--- src/rtl/toggle_pkg.sv ---
// Shared types and helpers for the toggle-window scheduler.
package toggle_pkg;

  typedef enum logic [1:0] {StIdle, StArm, StMeasure, StReport} twc_state_t;

  // Lane-index width, never narrower than one bit.
  function automatic int unsigned lane_idx_w(input int unsigned n);
    return (n > 1) ? $clog2(n) : 1;
  endfunction

endpackage

--- src/rtl/toggle_window_sched_rr_arbiter.sv ---
// Combinational round-robin pick: first requester at or after ptr_i, wrapping.
module rr_arbiter #(
  parameter int unsigned NumLanes = 4,
  parameter int unsigned IdxW     = 2
) (
  input  logic [NumLanes-1:0] req_i,
  input  logic [IdxW-1:0]     ptr_i,
  output logic [NumLanes-1:0] gnt_o,
  output logic [IdxW-1:0]     idx_o
);

  logic              found;
  int unsigned       cand;
  logic [IdxW-1:0]   cand_idx;

  always_comb begin
    gnt_o    = '0;
    idx_o    = '0;
    found    = 1'b0;
    cand     = 0;
    cand_idx = '0;
    for (int unsigned off = 0; off < NumLanes; off++) begin
      cand     = (32'(ptr_i) + off) % NumLanes;
      cand_idx = IdxW'(cand);
      if (!found && req_i[cand_idx]) begin
        found           = 1'b1;
        gnt_o[cand_idx] = 1'b1;
        idx_o           = cand_idx;
      end
    end
  end

endmodule

--- src/rtl/toggle_window_sched.sv ---
// Round-robin scheduler sharing one toggle-count engine across serial lanes.
// Optional abort on request drop is enabled by defining TOGGLE_WINDOW_ABORT_EN.
module toggle_window_sched
  import toggle_pkg::*;
#(
  parameter int unsigned NumLanes = 4,
  parameter int unsigned CntW     = 8,
  parameter int unsigned WinW     = 8,
  localparam int unsigned IdxW    = lane_idx_w(NumLanes)
) (
  input  logic                clk_i,
  input  logic                reset_ni,
  input  logic [NumLanes-1:0] lane_d_i,
  input  logic [NumLanes-1:0] lane_req_i,
  input  logic [WinW-1:0]     win_len_i,
  output logic [NumLanes-1:0] grant_o,
  output logic                busy_o,
  output logic                res_valid_o,
  input  logic                res_ready_i,
  output logic [IdxW-1:0]     res_lane_o,
  output logic [CntW-1:0]     res_count_o,
  output logic                res_even_o
);

  twc_state_t          state_q, state_d;
  logic [IdxW-1:0]     sel_q, sel_d;
  logic [NumLanes-1:0] sel_oh_q, sel_oh_d;
  logic [IdxW-1:0]     rr_q, rr_d;
  logic [WinW-1:0]     wcnt_q, wcnt_d;
  logic [CntW-1:0]     cnt_q, cnt_d;
  logic                prev_q, prev_d;
  logic                even_q, even_d;

  logic [NumLanes-1:0] arb_gnt;
  logic [IdxW-1:0]     arb_idx;
  logic [IdxW-1:0]     rr_next;
  logic                cur_d;
  logic                abort;

  rr_arbiter #(
    .NumLanes (NumLanes),
    .IdxW     (IdxW)
  ) u_rr_arbiter (
    .req_i (lane_req_i),
    .ptr_i (rr_q),
    .gnt_o (arb_gnt),
    .idx_o (arb_idx)
  );

  assign cur_d   = lane_d_i[sel_q];
  assign rr_next = (sel_q == IdxW'(NumLanes - 1)) ? '0 : sel_q + 1'b1;

`ifdef TOGGLE_WINDOW_ABORT_EN
  assign abort = ~lane_req_i[sel_q];
`else
  assign abort = 1'b0;
`endif

  always_comb begin
    state_d  = state_q;
    sel_d    = sel_q;
    sel_oh_d = sel_oh_q;
    rr_d     = rr_q;
    wcnt_d   = wcnt_q;
    cnt_d    = cnt_q;
    prev_d   = prev_q;
    even_d   = even_q;
    case (state_q)
      StIdle: begin
        if (|lane_req_i) begin
          sel_d    = arb_idx;
          sel_oh_d = arb_gnt;
          wcnt_d   = win_len_i;
          state_d  = StArm;
        end
      end
      StArm: begin
        if (abort) begin
          rr_d    = rr_next;
          state_d = StIdle;
        end else begin
          prev_d  = cur_d;
          cnt_d   = '0;
          even_d  = 1'b1;
          state_d = (wcnt_q == '0) ? StReport : StMeasure;
        end
      end
      StMeasure: begin
        if (abort) begin
          rr_d    = rr_next;
          state_d = StIdle;
        end else begin
          // Parity tracks the true count so evenness survives saturation.
          if (cur_d != prev_q) begin
            if (cnt_q != '1) cnt_d = cnt_q + 1'b1;
            even_d = ~even_q;
          end
          prev_d = cur_d;
          wcnt_d = wcnt_q - 1'b1;
          if (wcnt_q == WinW'(1)) state_d = StReport;
        end
      end
      StReport: begin
        if (res_ready_i) begin
          rr_d    = rr_next;
          state_d = StIdle;
        end
      end
      default: state_d = StIdle;
    endcase
  end

  always_ff @(posedge clk_i) begin
    if (!reset_ni) begin
      state_q  <= StIdle;
      sel_q    <= '0;
      sel_oh_q <= '0;
      rr_q     <= '0;
      wcnt_q   <= '0;
      cnt_q    <= '0;
      prev_q   <= 1'b0;
      even_q   <= 1'b0;
    end else begin
      state_q  <= state_d;
      sel_q    <= sel_d;
      sel_oh_q <= sel_oh_d;
      rr_q     <= rr_d;
      wcnt_q   <= wcnt_d;
      cnt_q    <= cnt_d;
      prev_q   <= prev_d;
      even_q   <= even_d;
    end
  end

  always_comb begin
    grant_o     = ((state_q == StArm) || (state_q == StMeasure)) ? sel_oh_q : '0;
    busy_o      = (state_q != StIdle);
    res_valid_o = (state_q == StReport);
    res_lane_o  = sel_q;
    res_count_o = cnt_q;
    res_even_o  = even_q;
  end

endmodule
--- config.mk ---
export PLATFORM = sky130hd
export DESIGN_NAME = toggle_window_sched
export DESIGN_NICKNAME = d
export VERILOG_FILES = /design/src/rtl/toggle_pkg.sv /design/src/rtl/toggle_window_sched_rr_arbiter.sv /design/src/rtl/toggle_window_sched.sv
export SDC_FILE = /design/constraint.sdc
export NUM_CORES = 1
export LEC_CHECK = 0
export BUFFER_PORTS_ARGS = -buffer_cell sky130_fd_sc_hd__buf_2
export CAP_MARGIN = 20
export CORE_MARGIN = 4
export CORE_UTILIZATION = 47
export CTS_CLUSTER_SIZE = 12
export DETAILED_ROUTE_END_ITERATION = 8
export PLACE_DENSITY = 0.69
export SLEW_MARGIN = 20
export SYNTH_ARGS = -nofsm -noshare
export SYNTH_HDL_FRONTEND = slang
export SYNTH_SLANG_ARGS = --single-unit
--- constraint.sdc ---
create_clock -name clk_i -period 4.05 [get_ports clk_i]
set_input_delay 0.405 -clock clk_i [delete_from_list [all_inputs] [get_ports clk_i]]
set_output_delay 0.405 -clock clk_i [all_outputs]
set_load 0.02 [all_outputs]
---- After elaboration in Yosys (flattened, before gate mapping) ----
Index checks and enable logic that the tools add are counted.
operators by class
  multiply operators ...................... 0
  div/mod/pow operators ................... 0
  add/subtract/negate cells ............... 6
  equal/unequal tests ..................... 12
  shifts and indexed selects .............. 0
  magnitude comparators ................... 9
  bitwise gates (word level) .............. 4
  mux-type cells .......................... 43
  reduce and logical (&&, ||, !) cells .... 24
operators by type and width
  cell                                                               count
  case mux 8 bit (2 select lines)                                    2
  two-way mux 8 bit                                                  3
  two-way mux 4 bit                                                  5
  two-way mux 2 bit                                                  8
  less-than comparator 2 x 3 -> 1 bit, second input constant         5
  two-way mux 1 bit                                                  14
  bitwise OR 4 bit                                                   3
  binary-select mux 1 bit (select 2 bit)                             5
  adder 8 x 1 -> 8 bit, second input constant                        1
  demux 1 bit (select 2 bit)                                         4
  equality test 8 x 1 -> 1 bit, second input constant                1
  greater-or-equal comparator 2 x 1 -> 1 bit, second input constant  4
  logical NOT 8 bit                                                  1
  != test 2 bit, second input constant                               4
  != test 8 bit, second input constant                               1
  case mux 2 bit (4 select lines)                                    1
  AND reduction 2 bit                                                4
  subtractor 8 x 1 -> 8 bit, second input constant                   1
  logical AND 1 bit                                                  7
  equality test 2 bit, second input constant                         3
  AND reduction 3 bit                                                2
  nonzero test 2 bit                                                 3
  adder 2 x 1 -> 2 bit, second input constant                        2
  adder 2 bit, second input constant                                 2
  other kinds (10)                                                   12
storage, ports and cells
  word-level logic and storage cells ...... 106
  register bits ........................... 28
  memories kept ........................... 0
  bits in writable memories ............... 0
  latch bits .............................. 0
  input port bits ......................... 19
  bits in read-only memories .............. 0

---- Depth between registers and ports, before layout ----
  word-level depth ........................ 12
  mapped depth ............................ 9

---- Modules after synthesis ----
From an unflattened synthesis, not the netlist that was laid out.
unflattened totals
  cell total of the unflattened synthesis .. 259
  area total of the unflattened synthesis .. 2159.6 um^2
by module, submodules not included
  module               cells each  seq. area each (um^2)  instances  area an instance (um^2)
  toggle_window_sched  194         560.5                  1          1670.4
  rr_arbiter           65          0.0                    1          489.2

---- Worst setup path before layout ----
No wires, ideal clock.
  path kind ............................... register to register
  start point ............................. register rr_q[0]
  end point ............................... register sel_q[1] (netlist: res_lane_o[1])
  stages on the path, launching flop included .. 9
  slack ................................... 1.161 ns
  data required time ...................... 3.976 ns
  period minus slack after synthesis ...... 2.889 ns
  arrival time ............................ 2.815 ns
  buffers on the path ..................... 2
  cells stage by stage .................... dfxtp_1 > clkbuf_1 > inv_1 > ha_1 > buf_2 > mux4_2 > or2_1 > or4_1 > a31oi_1
on the way
  longest elaborated chain between the ends .. 12
  elaborated cells between the ends (all ways) .. 24
ends and longest elaborated chain
  element                                                                        line                                  RTL
  from (decl)                                                                    toggle_window_sched.sv:28             logic [IdxW-1:0] rr_q, rr_d;
  from (signal assigned)                                                         toggle_window_sched.sv:127            rr_q <= rr_d;
  parallel branches: the longest is 11 deep, another holds adder 2 x 1 -> 2 bit  -
  two-way mux 2 bit *                                                            toggle_window_sched_rr_arbiter.sv:25  if (!found && req_i[cand_idx]) begin
  to (signal assigned)                                                           toggle_window_sched.sv:125            sel_q <= sel_d;
  to (decl)                                                                      toggle_window_sched.sv:26             logic [IdxW-1:0] sel_q, sel_d;
Mark *: on every way between the ends. The select of a mux whose other input is x is not followed.
A chain may end at the register's enable or synchronous reset.

---- Worst setup path in the final report ----
Same ends and word-level chain as after synthesis.

==> flow_summary.json <==
{
  "outcome": "completed",
  "crit_required_ns": 4.27,
  "synth_edf_count": 0,
  "hp-class": "in2reg",
  "worstMarginPinSlew_ns": 0.673,
  "drcViolationCount": 0,
  "synth.largest_area_cell": "dfxtp_1",
  "finalSetupViolCount": 0,
  "yosys_register_bits": 28,
  "cts_tree": "built",
  "finalMaxSlewViolations": 0,
  "diodes": 0,
  "cts_root_buffer": "clkbuf_8",
  "cts_sinks": 28,
  "post-cts-setup-buffers": 0,
  "tns_ns": 0,
  "vias_per_cell": 5.97,
  "post-synth-top-area-fraction_pct": 28.9,
  "period_needed_ns": 3.02,
  "critPathCaptureType": "flip-flop",
  "max_cap_violations": 0,
  "power.density_nw_per_um2": 618,
  "ios": 36,
  "holdWs_ns": 0.400,
  "yosysSeqAreaShare_pct": 28.9,
  "core_um2": 4000,
  "pre_cts_slack_ns": 1.04,
  "area_delta_synth_final_pct": 13.7,
  "slowest_delay_ns": 0.72,
  "yosysWarnings": 0,
  "fin_ws_ns": 1.03,
  "cts_buffer_depth": 2,
  "synthCells": 242,
  "io_buffers": 35,
  "grt_use_total_pct": 18.2,
  "grt_use_met1_pct": 26.2,
  "clock_skew_ns": 0.00300,
  "die_area_um2": 5220,
  "fill_cells": 389,
  "ant_nets": 0,
  "power_uw": 1360,
  "synthFlopType": "dfxtp_1",
  "die_x_um": 72.2,
  "avgSynthCellArea_um2": 8.01,
  "slew_headroom_pct": 54.7,
  "insertion_delay_ns": 0.28,
  "grt_pass1_wl_um": 7700,
  "dieHeight_um": 72.2,
  "synth.distinct_cells": 47,
  "grt_pass1_vias": 1645,
  "fmax_mhz": 331,
  "hold_viol": 0,
  "rsz0062_at_grt": "no",
  "clk_pin_slew_ns": 0.11,
  "placed_cell_area_um2": 2130,
  "dp_hpwl_um": 3420,
  "antenna_found_initial": 0,
  "vdd_drop_max_mv": 0.416,
  "grt.busiest_layer": "met2",
  "finalCritPeriodShare_pct": 74.6,
  "crit_arrival_ns": 3.24,
  "grt_max_degree": 17,
  "grt_use_met3_pct": 3.32,
  "critPathLaunchType": "flip-flop",
  "nNetsFinal": 304,
  "ys_top_cells_by_area": "dfxtp_1, ha_1, a21oi_1",
  "drive_gt1_share_pct": 18.1,
  "avgRoutedWirePerCell_um": 14.4,
  "use_met2_pct": 27.7,
  "crit_slowest_cell": "dfxtp_1",
  "start_util_pct": 48.5,
  "drt-pass1-iter-count": 4,
  "cts_made_buffers": 3,
  "critPathTopFamily": "simple AND/OR/NAND/NOR gates",
  "rows": 23,
  "leakagePower_uw": 0.000937,
  "syn_nets": 275,
  "async_flop_share_pct": 0,
  "place.gp.congestion": 0.860,
  "drtIter0Drc": 91,
  "netlist_area_um2": 1940,
  "post_cts_resize_count": 0,
  "critPathMaxFanout": 16,
  "vias": 1909,
  "r2r_slack_ns": 1.03,
  "cp_cell_sequence": "inv_1 -> ha_1 -> mux4_2 -> or2_1 -> or4_1 -> a31oi_1",
  "fin_area_um2": 2200,
  "crit_type": "reg2reg",
  "cp_num_buf_inv": 1,
  "grt.overflow.total": 0,
  "hold_buffers": 0,
  "wl_um": 4610,
  "htree_levels": 1
}
[registers in the layout, indices dropped and copies added, names as in the netlist]
name,count
res_lane_o,2
rr_q,2
res_count_o,8
state_q,2
sel_oh_q,4
res_even_o,1
wcnt_q,8
prev_q,1
[stage by stage]
step	util, %	cells
after global routing	55.1	320
after floorplan	-	242
final	55.1	320
after CTS	55.1	320
after detailed placement	53.3	316
after global placement	53.3	316
[worst paths after layout]
kind              depth (start not counted)            from              to
setup / recovery                          6         rr_q[0]   res_lane_o[1]
hold / removal                            3     res_ready_i         rr_q[1]
setup reg to reg                          6         rr_q[0]   res_lane_o[1]
hold reg to reg                           2  res_count_o[6]  res_count_o[6]
[cells in the mapped netlist (2+ instances only)]
cell type  instances
or4_1              3
a22oi_1            2
nand3_1            9
inv_1             14
a21o_1             2
o31ai_1            2
and3_1             7
buf_2              2
nor2b_1            4
a21oi_1           25
nor2_1            19
ha_1              14
a211oi_1           3
mux4_2             5
and4_1             2
o22ai_1            4
nand2b_1           3
mux2i_1            3
a221oi_1           3
o211ai_1           4
dfxtp_1           28
o21ai_0           17
and2_1             5
nand2_1           22
clkbuf_1           9
a31oi_1            8
nor3_1             3
[cell families (layout without fill, tap and decap cells)]
family                     Yosys count  count (layout)  synth area share (%)
adders and majority gates           14              14                  9.03
and+or+nand+nor                     86              86                  23.0
DFF                                 28              28                  28.9
muxes                                8               8                  7.36
buffers and inverters               25              53                  4.97
xor gates and xnor gates             2               2                  1.29
AOI/OAI and AO/OA                   79              79                  25.4
[report_power, final]
group          switching, µW  leakage, µW  total [µW]  internal, µW
Combinational            430     0.000672         696           266
Sequential              80.0     0.000230         436           356
Clock                   97.9    0.0000357         230           133
Total                    608     0.000937        1360           755
[per-layer routing]
metal  vias to the layer above  part of all wire, %
li1                        953                    -
met1                       882                   48
met2                        68                   45
met3                         6                  5.5
met4                         0                  1.3
met5                         -                    0
[placed cells by master, fill, tap and decap left out, types with 2 or more instances in the layout]
cell,n
and3_1,7
nor2b_1,4
a31oi_1,8
o211ai_1,4
o31ai_1,2
a221oi_1,3
a21o_1,2
ha_1,14
o22ai_1,4
and4_1,2
nor2_1,19
nand3_1,9
clkbuf_8,3
nand2b_1,3
a21oi_1,25
a211oi_1,3
buf_2,35
a22oi_1,2
mux4_2,5
mux2i_1,3
nand2_1,22
nor3_1,3
and2_1,5
or4_1,3
inv_1,14
o21ai_0,17
dfxtp_1,28
[worst register-to-register path: cells and delay by family (launching register included)]
kind | cells | cell delay [ns]
simple gates | 2 | 0.79
mux | 1 | 0.61
flops | 1 | 0.72
buf+inv | 1 | 0.17
fa+ha+maj | 1 | 0.51
compound gates | 1 | 0.16
[area by class of cell]
cell class	instances	area (µm²)	area share, %
multi-input cells	189	1280	58.2
flip-flops and latches	28	561	25.4
repair buffers	35	175	7.95
well taps	50	62.6	2.84
inverters	14	52.6	2.38
clock buffers	3	41.3	1.87
clock inverters	1	30.0	1.36
(Power assumes the default switching activity.)
